<file path="src/rtl/mem_bus_pkg.sv">
// Shared types and constants for the data-side memory bus: FSM encoding,
// address window layout and requester ids.
package mem_bus_pkg;

    typedef enum logic [1:0] {
        ST_IDLE    = 2'b00,
        ST_ISSUE   = 2'b01,
        ST_CAPTURE = 2'b10,
        ST_RESP    = 2'b11
    } bus_state_e;

    typedef enum logic [1:0] {
        TGT_PLIC  = 2'b00,
        TGT_CLINT = 2'b01,
        TGT_IO    = 2'b10,
        TGT_SRAM  = 2'b11
    } bus_target_e;

    localparam int SRAM_TOP_DEF  = 10;
    localparam int PERIPH_SEL_HI = 7;
    localparam int PERIPH_SEL_LO = 6;

    localparam logic [1:0] PERIPH_PLIC  = 2'b00;
    localparam logic [1:0] PERIPH_CLINT = 2'b01;
    localparam logic [1:0] PERIPH_IO    = 2'b10;
    localparam logic [1:0] PERIPH_RESVD = 2'b11;

    localparam logic PORT_LSU = 1'b0;
    localparam logic PORT_DMA = 1'b1;

endpackage

</file>
<file path="src/rtl/mem_addr_decode.sv">
// Combinational address legality and target decode for the memory bus.
// Shared between the data-side arbiter and the fetch-side bus.
module mem_addr_decode
    import mem_bus_pkg::*;
#(
    parameter int ADDR_W   = 32,
    parameter int SRAM_TOP = SRAM_TOP_DEF
) (
    input  logic [ADDR_W-1:0] addr,
    output logic              legal,
    output logic [1:0]        target
);

    logic              aligned_s;
    logic              in_range_s;
    logic [ADDR_W-1:0] upper_s;

    // Alignment, window range and peripheral-select decode
    always_comb begin
        upper_s    = addr >> (SRAM_TOP + 1);
        aligned_s  = (addr[1:0] == 2'b00);
        in_range_s = (upper_s == {ADDR_W{1'b0}});
        if (addr[SRAM_TOP]) begin
            target = addr[PERIPH_SEL_HI:PERIPH_SEL_LO];
            legal  = aligned_s && in_range_s &&
                     (addr[PERIPH_SEL_HI:PERIPH_SEL_LO] != PERIPH_RESVD);
        end else begin
            target = TGT_SRAM;
            legal  = aligned_s && in_range_s;
        end
    end

endmodule

</file>
<file path="src/rtl/mem_bus_arbiter.sv">
// Two-port round-robin arbiter for the shared data-memory/peripheral bus.
// Every access runs a fixed IDLE -> ISSUE -> CAPTURE -> RESP sequence.
module mem_bus_arbiter
    import mem_bus_pkg::*;
#(
    parameter int ADDR_W   = 32,
    parameter int DATA_W   = 32,
    parameter int SRAM_TOP = SRAM_TOP_DEF
) (
    input  logic              clk,
    input  logic              rst,
    input  logic              req0,
    input  logic              we0,
    input  logic [ADDR_W-1:0] addr0,
    input  logic [DATA_W-1:0] wdata0,
    output logic              gnt0,
    output logic              rvalid0,
    output logic              rerr0,
    output logic [DATA_W-1:0] rdata0,
    input  logic              req1,
    input  logic              we1,
    input  logic [ADDR_W-1:0] addr1,
    input  logic [DATA_W-1:0] wdata1,
    output logic              gnt1,
    output logic              rvalid1,
    output logic              rerr1,
    output logic [DATA_W-1:0] rdata1,
    output logic              mem_load,
    output logic              mem_store,
    output logic [ADDR_W-1:0] mem_addr,
    output logic [DATA_W-1:0] mem_wdata,
    input  logic [DATA_W-1:0] mem_rdata
);

    bus_state_e        state_r;
    bus_state_e        state_nxt_s;
    logic              last_grant_r;
    logic              winner_r;
    logic              we_r;
    logic              legal_r;
    logic              take_s;
    logic              pick_s;
    logic              sel_we_s;
    logic [ADDR_W-1:0] sel_addr_s;
    logic [DATA_W-1:0] sel_wdata_s;
    logic              dec_legal_s;
    logic [1:0]        dec_target_s;
    logic              legal_s;
    logic              gnt0_nxt_s;
    logic              gnt1_nxt_s;
    logic              load_nxt_s;
    logic              store_nxt_s;
    logic              rvalid0_nxt_s;
    logic              rvalid1_nxt_s;
    logic [DATA_W-1:0] resp_data_s;

    // Arbitration and next-state; requests are only looked at in IDLE
    always_comb begin
        state_nxt_s = state_r;
        take_s      = 1'b0;
        pick_s      = PORT_LSU;
        case (state_r)
            ST_IDLE: begin
                if (req0 && req1) begin
                    take_s = 1'b1;
                    pick_s = ~last_grant_r;
                end else if (req0) begin
                    take_s = 1'b1;
                    pick_s = PORT_LSU;
                end else if (req1) begin
                    take_s = 1'b1;
                    pick_s = PORT_DMA;
                end else begin
                    take_s = 1'b0;
                    pick_s = PORT_LSU;
                end
                if (take_s) begin
                    state_nxt_s = ST_ISSUE;
                end else begin
                    state_nxt_s = ST_IDLE;
                end
            end
            ST_ISSUE:   state_nxt_s = ST_CAPTURE;
            ST_CAPTURE: state_nxt_s = ST_RESP;
            ST_RESP:    state_nxt_s = ST_IDLE;
            default:    state_nxt_s = ST_IDLE;
        endcase
    end

    // Request field mux for the arbitration winner
    always_comb begin
        if (pick_s == PORT_DMA) begin
            sel_we_s    = we1;
            sel_addr_s  = addr1;
            sel_wdata_s = wdata1;
        end else begin
            sel_we_s    = we0;
            sel_addr_s  = addr0;
            sel_wdata_s = wdata0;
        end
    end

    mem_addr_decode #(
        .ADDR_W   (ADDR_W),
        .SRAM_TOP (SRAM_TOP)
    ) u_decode (
        .addr   (sel_addr_s),
        .legal  (dec_legal_s),
        .target (dec_target_s)
    );

    // The target must agree with the window bit; any disagreement is treated as illegal
    assign legal_s = dec_legal_s &&
                     ((dec_target_s == TGT_SRAM) == ~sel_addr_s[SRAM_TOP]);

    // Next values of the registered pulse outputs and the response data
    always_comb begin
        gnt0_nxt_s    = take_s && (pick_s == PORT_LSU);
        gnt1_nxt_s    = take_s && (pick_s == PORT_DMA);
        load_nxt_s    = take_s && legal_s && !sel_we_s;
        store_nxt_s   = take_s && legal_s && sel_we_s;
        rvalid0_nxt_s = (state_r == ST_CAPTURE) && (winner_r == PORT_LSU);
        rvalid1_nxt_s = (state_r == ST_CAPTURE) && (winner_r == PORT_DMA);
        if (legal_r && !we_r) begin
            resp_data_s = mem_rdata;
        end else begin
            resp_data_s = {DATA_W{1'b0}};
        end
    end

    // FSM state register
    always_ff @(posedge clk) begin
        if (rst) begin
            state_r <= ST_IDLE;
        end else begin
            state_r <= state_nxt_s;
        end
    end

    // Latched access fields; mem_addr/mem_wdata only move on IDLE->ISSUE
    always_ff @(posedge clk) begin
        if (rst) begin
            last_grant_r <= PORT_DMA;
            winner_r     <= PORT_LSU;
            we_r         <= 1'b0;
            legal_r      <= 1'b0;
            mem_addr     <= {ADDR_W{1'b0}};
            mem_wdata    <= {DATA_W{1'b0}};
        end else if (take_s) begin
            last_grant_r <= pick_s;
            winner_r     <= pick_s;
            we_r         <= sel_we_s;
            legal_r      <= legal_s;
            mem_addr     <= sel_addr_s;
            mem_wdata    <= sel_wdata_s;
        end
    end

    // Registered grant, strobe and response outputs
    always_ff @(posedge clk) begin
        if (rst) begin
            gnt0      <= 1'b0;
            gnt1      <= 1'b0;
            mem_load  <= 1'b0;
            mem_store <= 1'b0;
            rvalid0   <= 1'b0;
            rvalid1   <= 1'b0;
            rerr0     <= 1'b0;
            rerr1     <= 1'b0;
            rdata0    <= {DATA_W{1'b0}};
            rdata1    <= {DATA_W{1'b0}};
        end else begin
            gnt0      <= gnt0_nxt_s;
            gnt1      <= gnt1_nxt_s;
            mem_load  <= load_nxt_s;
            mem_store <= store_nxt_s;
            rvalid0   <= rvalid0_nxt_s;
            rvalid1   <= rvalid1_nxt_s;
            rerr0     <= rvalid0_nxt_s && !legal_r;
            rerr1     <= rvalid1_nxt_s && !legal_r;
            if (rvalid0_nxt_s) begin
                rdata0 <= resp_data_s;
            end
            if (rvalid1_nxt_s) begin
                rdata1 <= resp_data_s;
            end
        end
    end

endmodule

</file>
<file path="config.mk">
export PLATFORM = sky130hd
export DESIGN_NAME = mem_bus_arbiter
export DESIGN_NICKNAME = d
export VERILOG_FILES = /design/src/rtl/mem_bus_pkg.sv /design/src/rtl/mem_addr_decode.sv /design/src/rtl/mem_bus_arbiter.sv
export SDC_FILE = /design/constraint.sdc
export NUM_CORES = 1
export LEC_CHECK = 0
export BUFFER_PORTS_ARGS = -buffer_cell sky130_fd_sc_hd__buf_2
export CAP_MARGIN = 20
export CORE_MARGIN = 5
export CORE_UTILIZATION = 42
export DETAILED_ROUTE_END_ITERATION = 12
export GPL_ROUTABILITY_DRIVEN = 0
export PLACE_DENSITY = 0.74
export SLEW_MARGIN = 40
export SYNTH_ARGS = -nofsm -noshare
export SYNTH_HDL_FRONTEND = slang
export SYNTH_SLANG_ARGS = --single-unit
export TNS_END_PERCENT = 100
</file>
<file path="constraint.sdc">
create_clock -name clk -period 4.15 [get_ports clk]
set_input_delay 0.6225 -clock clk [delete_from_list [all_inputs] [get_ports clk]]
set_output_delay 0.6225 -clock clk [all_outputs]
set_load 0.01 [all_outputs]
</file>
==> After elaboration in Yosys (flattened, before gate mapping) <==
Cells that the tools add are included.
W data, S select, Z words.
{ "totals": {"regBits": 142, "output_inout_bits": 136, "word_cells": 63} }
{ "op_classes": {"n_eq_ne": 6, "n_mux": 16, "bitwise": 4, "n_reduce_logical": 20} }
{ "ops": {"columns": ["operator", "n"], "rows": [
  ["$mux W32", 3],
  ["$logic_not A32 Y1", 1],
  ["$logic_and A1 B1 Y1", 14],
  ["$mux W1", 11],
  ["$pmux W2 S4", 1],
  ["$eq A2 B2 Y1 const B", 3],
  ["$logic_not A2 Y1", 2],
  ["$not A1 Y1", 4],
  ["$logic_not A1 Y1", 3],
  ["$eq A2 B1 Y1 const B", 1],
  ["$mux W2", 1],
  ["$ne A2 B2 Y1 const B", 1],
  ["$eq A1 B1 Y1", 1]
]} }

==> Longest topological paths before layout <==
{ "depth": {"word_depth": 12, "ltp_mapped": 8, "mapped_depth_nobuf": 6} }

==> Cells and area by module <==
From an unflattened synthesis, not the netlist that was laid out.
{ "hier_totals": {"cells_unflattened": 710, "hier_area_um2": 5766.8} }
{ "modules_own_cells": {"columns": ["mod", "instances", "cells_per_inst", "area_per_inst_um2"], "rows": [
  ["mem_bus_arbiter", 1, 699, 5693.0],
  ["mem_addr_decode", 1, 11, 73.8]
]} }

==> Worst setup path after synthesis <==
OpenSTA, ideal clock, no wires.
{ "synth_timing": {"kind": "input to register", "from": "in addr0[29]", "to": "reg mem_load", "setup_time_ps": 87, "t_arrival_ps": 1677, "setup_slack_ps": 2386, "cell_stages": 4, "path_cell_list": "or4_4 > nor4_4 > mux2i_2 > nor4b_2"} }
{ "synth_via": {"elab_chain_cells": 8} }
{ "synth_lines": {"columns": ["element", "line_no", "text"], "rows": [
  ["from (decl)", "mem_bus_arbiter.sv:14", "input logic [ADDR_W-1:0] addr0,"],
  ["$mux W32 (*)", "mem_bus_arbiter.sv:92", "if (pick_s == PORT_DMA) begin"],
  ["$logic_not A32 Y1 (*)", "mem_addr_decode.sv:22", "in_range_s = (upper_s == {ADDR_W{1'b0}});"],
  ["$logic_and A1 B1 Y1 (*)", "mem_addr_decode.sv:25, mem_addr_decode.sv:29", null],
  ["$logic_and A1 B1 Y1", "mem_addr_decode.sv:25", "legal = aligned_s && in_range_s &&"],
  ["$mux W1 (*)", "mem_addr_decode.sv:23", "if (addr[SRAM_TOP]) begin"],
  ["$logic_and A1 B1 Y1 (*)", "mem_bus_arbiter.sv:113", "assign legal_s = dec_legal_s &&"],
  ["$logic_and A1 B1 Y1 (*) (2 in a row)", "mem_bus_arbiter.sv:120", "load_nxt_s = take_s && legal_s && !sel_we_s;"],
  ["to (signal assigned)", "mem_bus_arbiter.sv:175", "mem_load <= load_nxt_s;"],
  ["to (decl)", "mem_bus_arbiter.sv:28", "output logic mem_load,"]
]} }
Mark *: on every way between the ends. The rest lies on a longest branch, timed or not.
A chain may end at the register's enable or synchronous reset.

==> Worst setup path in the final report <==
{ "layout_timing": {"from": "reg state_r[0]", "to": "reg mem_wdata[27]"} }
{ "layout_via": {"elab_chain_cells": 3, "word_cells_on_any_way": 4} }
{ "layout_lines": {"columns": ["element", "line_no", "text"], "rows": [
  ["from (decl)", "mem_bus_arbiter.sv:35", "bus_state_e state_r;"],
  ["from (signal assigned)", "mem_bus_arbiter.sv:136", "state_r <= state_nxt_s;"],
  ["$logic_not A2 Y1 (*)", "mem_bus_arbiter.sv:62", "case (state_r)"],
  ["$mux W1", "mem_bus_arbiter.sv:62", null],
  ["$mux W32", "mem_bus_arbiter.sv:92", null],
  ["to (signal assigned)", "mem_bus_arbiter.sv:148", "mem_wdata <= {DATA_W{1'b0}};"],
  ["to (signal assigned)", "mem_bus_arbiter.sv:155", "mem_wdata <= sel_wdata_s;"],
  ["to (decl)", "mem_bus_arbiter.sv:31", "output logic [DATA_W-1:0] mem_wdata,"]
]} }
Marks and branches as above.

==> results.md <==
- Outcome: completed
- Netlist cell types: 35
- PostCTS Resize Cnt: 0
- Die width: around 130 microns
- Full die area: around 16,000 sq um
- Crit end category: flop
- Num CTS Buffers: 17
- Via/cell ratio: approximately 5.3
- Slowest CP cell: and2_2
- Hold crit path type: reg -> reg
- Largest stage delay, worst path: 690 ps
- Die Ht: around 130 microns
- Placed insts: 1,114
- Largest net degree at the start of global routing: just under 90
- Starting Density: about 43%
- Hold slack final: around 450 ps
- CTS sink cnt: around 140
- Initial antenna violation count: 0
- Max rail drop VDD: around 0.33 mV
- Layout Area Growth over Synthesis: 40.1%
- Diodes inserted: 0
- Final hold viol count: 0
- 1st-pass router iterations: 5
- I/O pin total: around 300
- Fin nets: 1,126
- Buffers on Ports: about 300
- Register area share after synthesis: between 50 and 60%
- Setup Fix Bufs, Post-CTS: 0
- WL final: 18,400 microns
- Post-CTS Hold Fix Bufs: 0
- Tot Pwr: ~4.5 mW
- CP required: approximately 4500 ps
- Synth Warn #: 0
- FP Rows: 42
- Antenna viol nets, final: 0
- Tmin final: approximately 2300 ps
- Worst hold path stage count: 2
- DP Area: between 7000 and 8000 sq um
- Pins Over Slew Limit: 0
- Vias in the first global route: 5,782
- Core area: 13,200 sq um
- Final Util: about three fifths
- DR DRC count: 0
- CP Cell Sequence: inv_1 -> ha_1 -> and2_2 -> buf_4 -> nand2_1 -> a311oi_1
- Wire per inst: 16.1 microns
- Startpoint Class: flop
- Fin area: ~7900 sq um
- Crit-path max FO: 36
- Worst Reg-to-Reg Cells: 6
- Syn_nets: ~860
- Clk buf depth: 2
- Worst-skew pair later-pin latency: around 400 ps
- Mapped Cells: between 600 and 700
- DR iter-0 viols: 363
- Setup violations, final: 0
- Grt ovf: 0
- Leak: between 3 and 4 nW
- Crit share post-route: between 50 and 60%
- Synth Cell Area: 5640 sq um
- Clock tree from TritonCTS: yes
- Sum of negative setup slack: 0 ps
- Critical Path AT: approximately 2700 ps
- Finished Layout Cells: approximately 1,100
- CP Class: reg -> reg
- Worst-Margin Slew: between 800 and 900 ps
- Root Driver: clkbuf_16
- Post-Syn Area per Cell: 8.17 sq um
- Max Freq: approximately 430 MHz
- Unrepaired setup endpoints after global routing: no
- Clock slew at the register clock pins of the worst setup and hold paths: ~60 ps
- Min setup slack post-route: 1800 ps
- Yosys reg bits: 142
- DP HPWL: around 13,000 microns
- Skew final: 7.91 ps
- H-tree Lvls: 4
- Slew margin rel.: between 40% and 50%
- Max Cap Viol: 0
- Setup WS pre-CTS: 1580 ps
- First-pass GRT wire length: around 29,000 microns
- Share of cells above drive strength 1: between 30 and 40%
- Power per Cell Area: 573 nW/um^2
- GRT Total Usage: a little under a quarter
- Routed vias: approximately 6,000
-- registers in the layout, summed over array words and instances, names as in the netlist, 2 cells and up --
signal and count:
rdata0 32, rdata1 32, state_r 2, mem_addr 32, mem_wdata 32
-- critical path: cells and delay by family (launching register included) --
kind / cells / cell delay, ps
flip-flops: 1 / 300
adder cells (fa/ha/maj): 1 / 340
AND/OR/NAND/NOR: 2 / 790
buffers and inverters: 2 / 540
AO/OA/AOI/OAI: 1 / 280
-- path summary, 6_finish.rpt --
path,startpoint,to,slack [ps]
worst max register to register,state_r[0]$_SDFF_PP0_,mem_wdata[27]$_SDFFE_PP0P_,1800
worst min-delay path,rdata1[23]$_SDFFE_PP0P_,rdata1[23]$_SDFFE_PP0P_,450
worst max-delay path,state_r[0]$_SDFF_PP0_,mem_wdata[27]$_SDFFE_PP0P_,1800
worst min register to register,rdata1[23]$_SDFFE_PP0P_,rdata1[23]$_SDFFE_PP0P_,450
-- cell usage after synthesis (all sizes together) --
cell,number,area (sq um)
nand2,172,648
dfxtp,142,2840
a21oi,87,435
nand3,64,320
nor2,49,184
a311oi,42,368
clkbuf,40,150
buf,24,128
a22oi,21,158
nor4,11,98.8
inv,4,15.0
nor2b,4,25.0
a211oi,3,22.5
ha,3,37.5
nor3,3,15.0
and2,2,12.5
and3,2,12.5
mux2i,2,23.8
nand2b,2,12.5
nand3b,2,15.0
nand4,2,12.5
or4,2,22.5
a211o,1,8.76
a21boi,1,18.8
a32o,1,10.0
mux2,1,11.3
nor4b,1,15.0
o21ai,1,5.00
o31ai,1,7.51
-- layer usage --
layer,vias to the layer above,GRT usage (%),share of wire [%]
met1,2777,26.6,39
met4,0,8.71,2.3
met5,-,0,0
li1,2938,-,-
met3,32,7.79,8.9
met2,271,38.1,50
-- final cells by class --
cell class	count	area [sq um]
Inverter	4	15.0
Clock inverter	13	210
Tap cell	176	220
Timing Repair Buffer	312	1620
Sequential cell	142	2840
Fill cell	1220	5300
Multi-Input combinational cell	480	2530
Clock buffer	19	453
-- cells by family (layout without fill, tap and decap cells) --
group | count (synthesis) | in the layout | share of synthesized area, %
AND/OR/NAND/NOR | 316 | 316 | 24.7
AO/OA/AOI/OAI | 158 | 158 | 18.3
flip-flops | 142 | 142 | 50.4
buffers and inverters | 68 | 348 | 5.20
adder cells (fa/ha/maj) | 3 | 3 | 0.666
multiplexers | 3 | 3 | 0.622
-- report_power, final --
group,switching (mW),internal (mW),total (mW)
clock,0.582,1.10,1.68
sequential,0.103,1.57,1.67
combinational,0.729,0.436,1.16
-- cells in the final DEF, fill, tap and decap left out, types with 3 or more instances in the layout --
| master | netlist | final |
|---|---|---|
| a311oi_1 | 42 | 42 |
| inv_1 | 4 | 4 |
| buf_2 | 15 | 300 |
| a21oi_1 | 87 | 87 |
| clkbuf_16 | 0 | 17 |
| a211oi_1 | 3 | 3 |
| buf_4 | 1 | 10 |
| nand2_1 | 171 | 171 |
| nor4_1 | 9 | 9 |
| bufinv_16 | 0 | 5 |
| nor2_1 | 49 | 49 |
| nor3_1 | 3 | 3 |
| nand3_1 | 64 | 64 |
| ha_1 | 3 | 3 |
| dfxtp_1 | 142 | 142 |
| a22oi_1 | 21 | 21 |
Note: power is estimated with default switching activity, not from simulation.
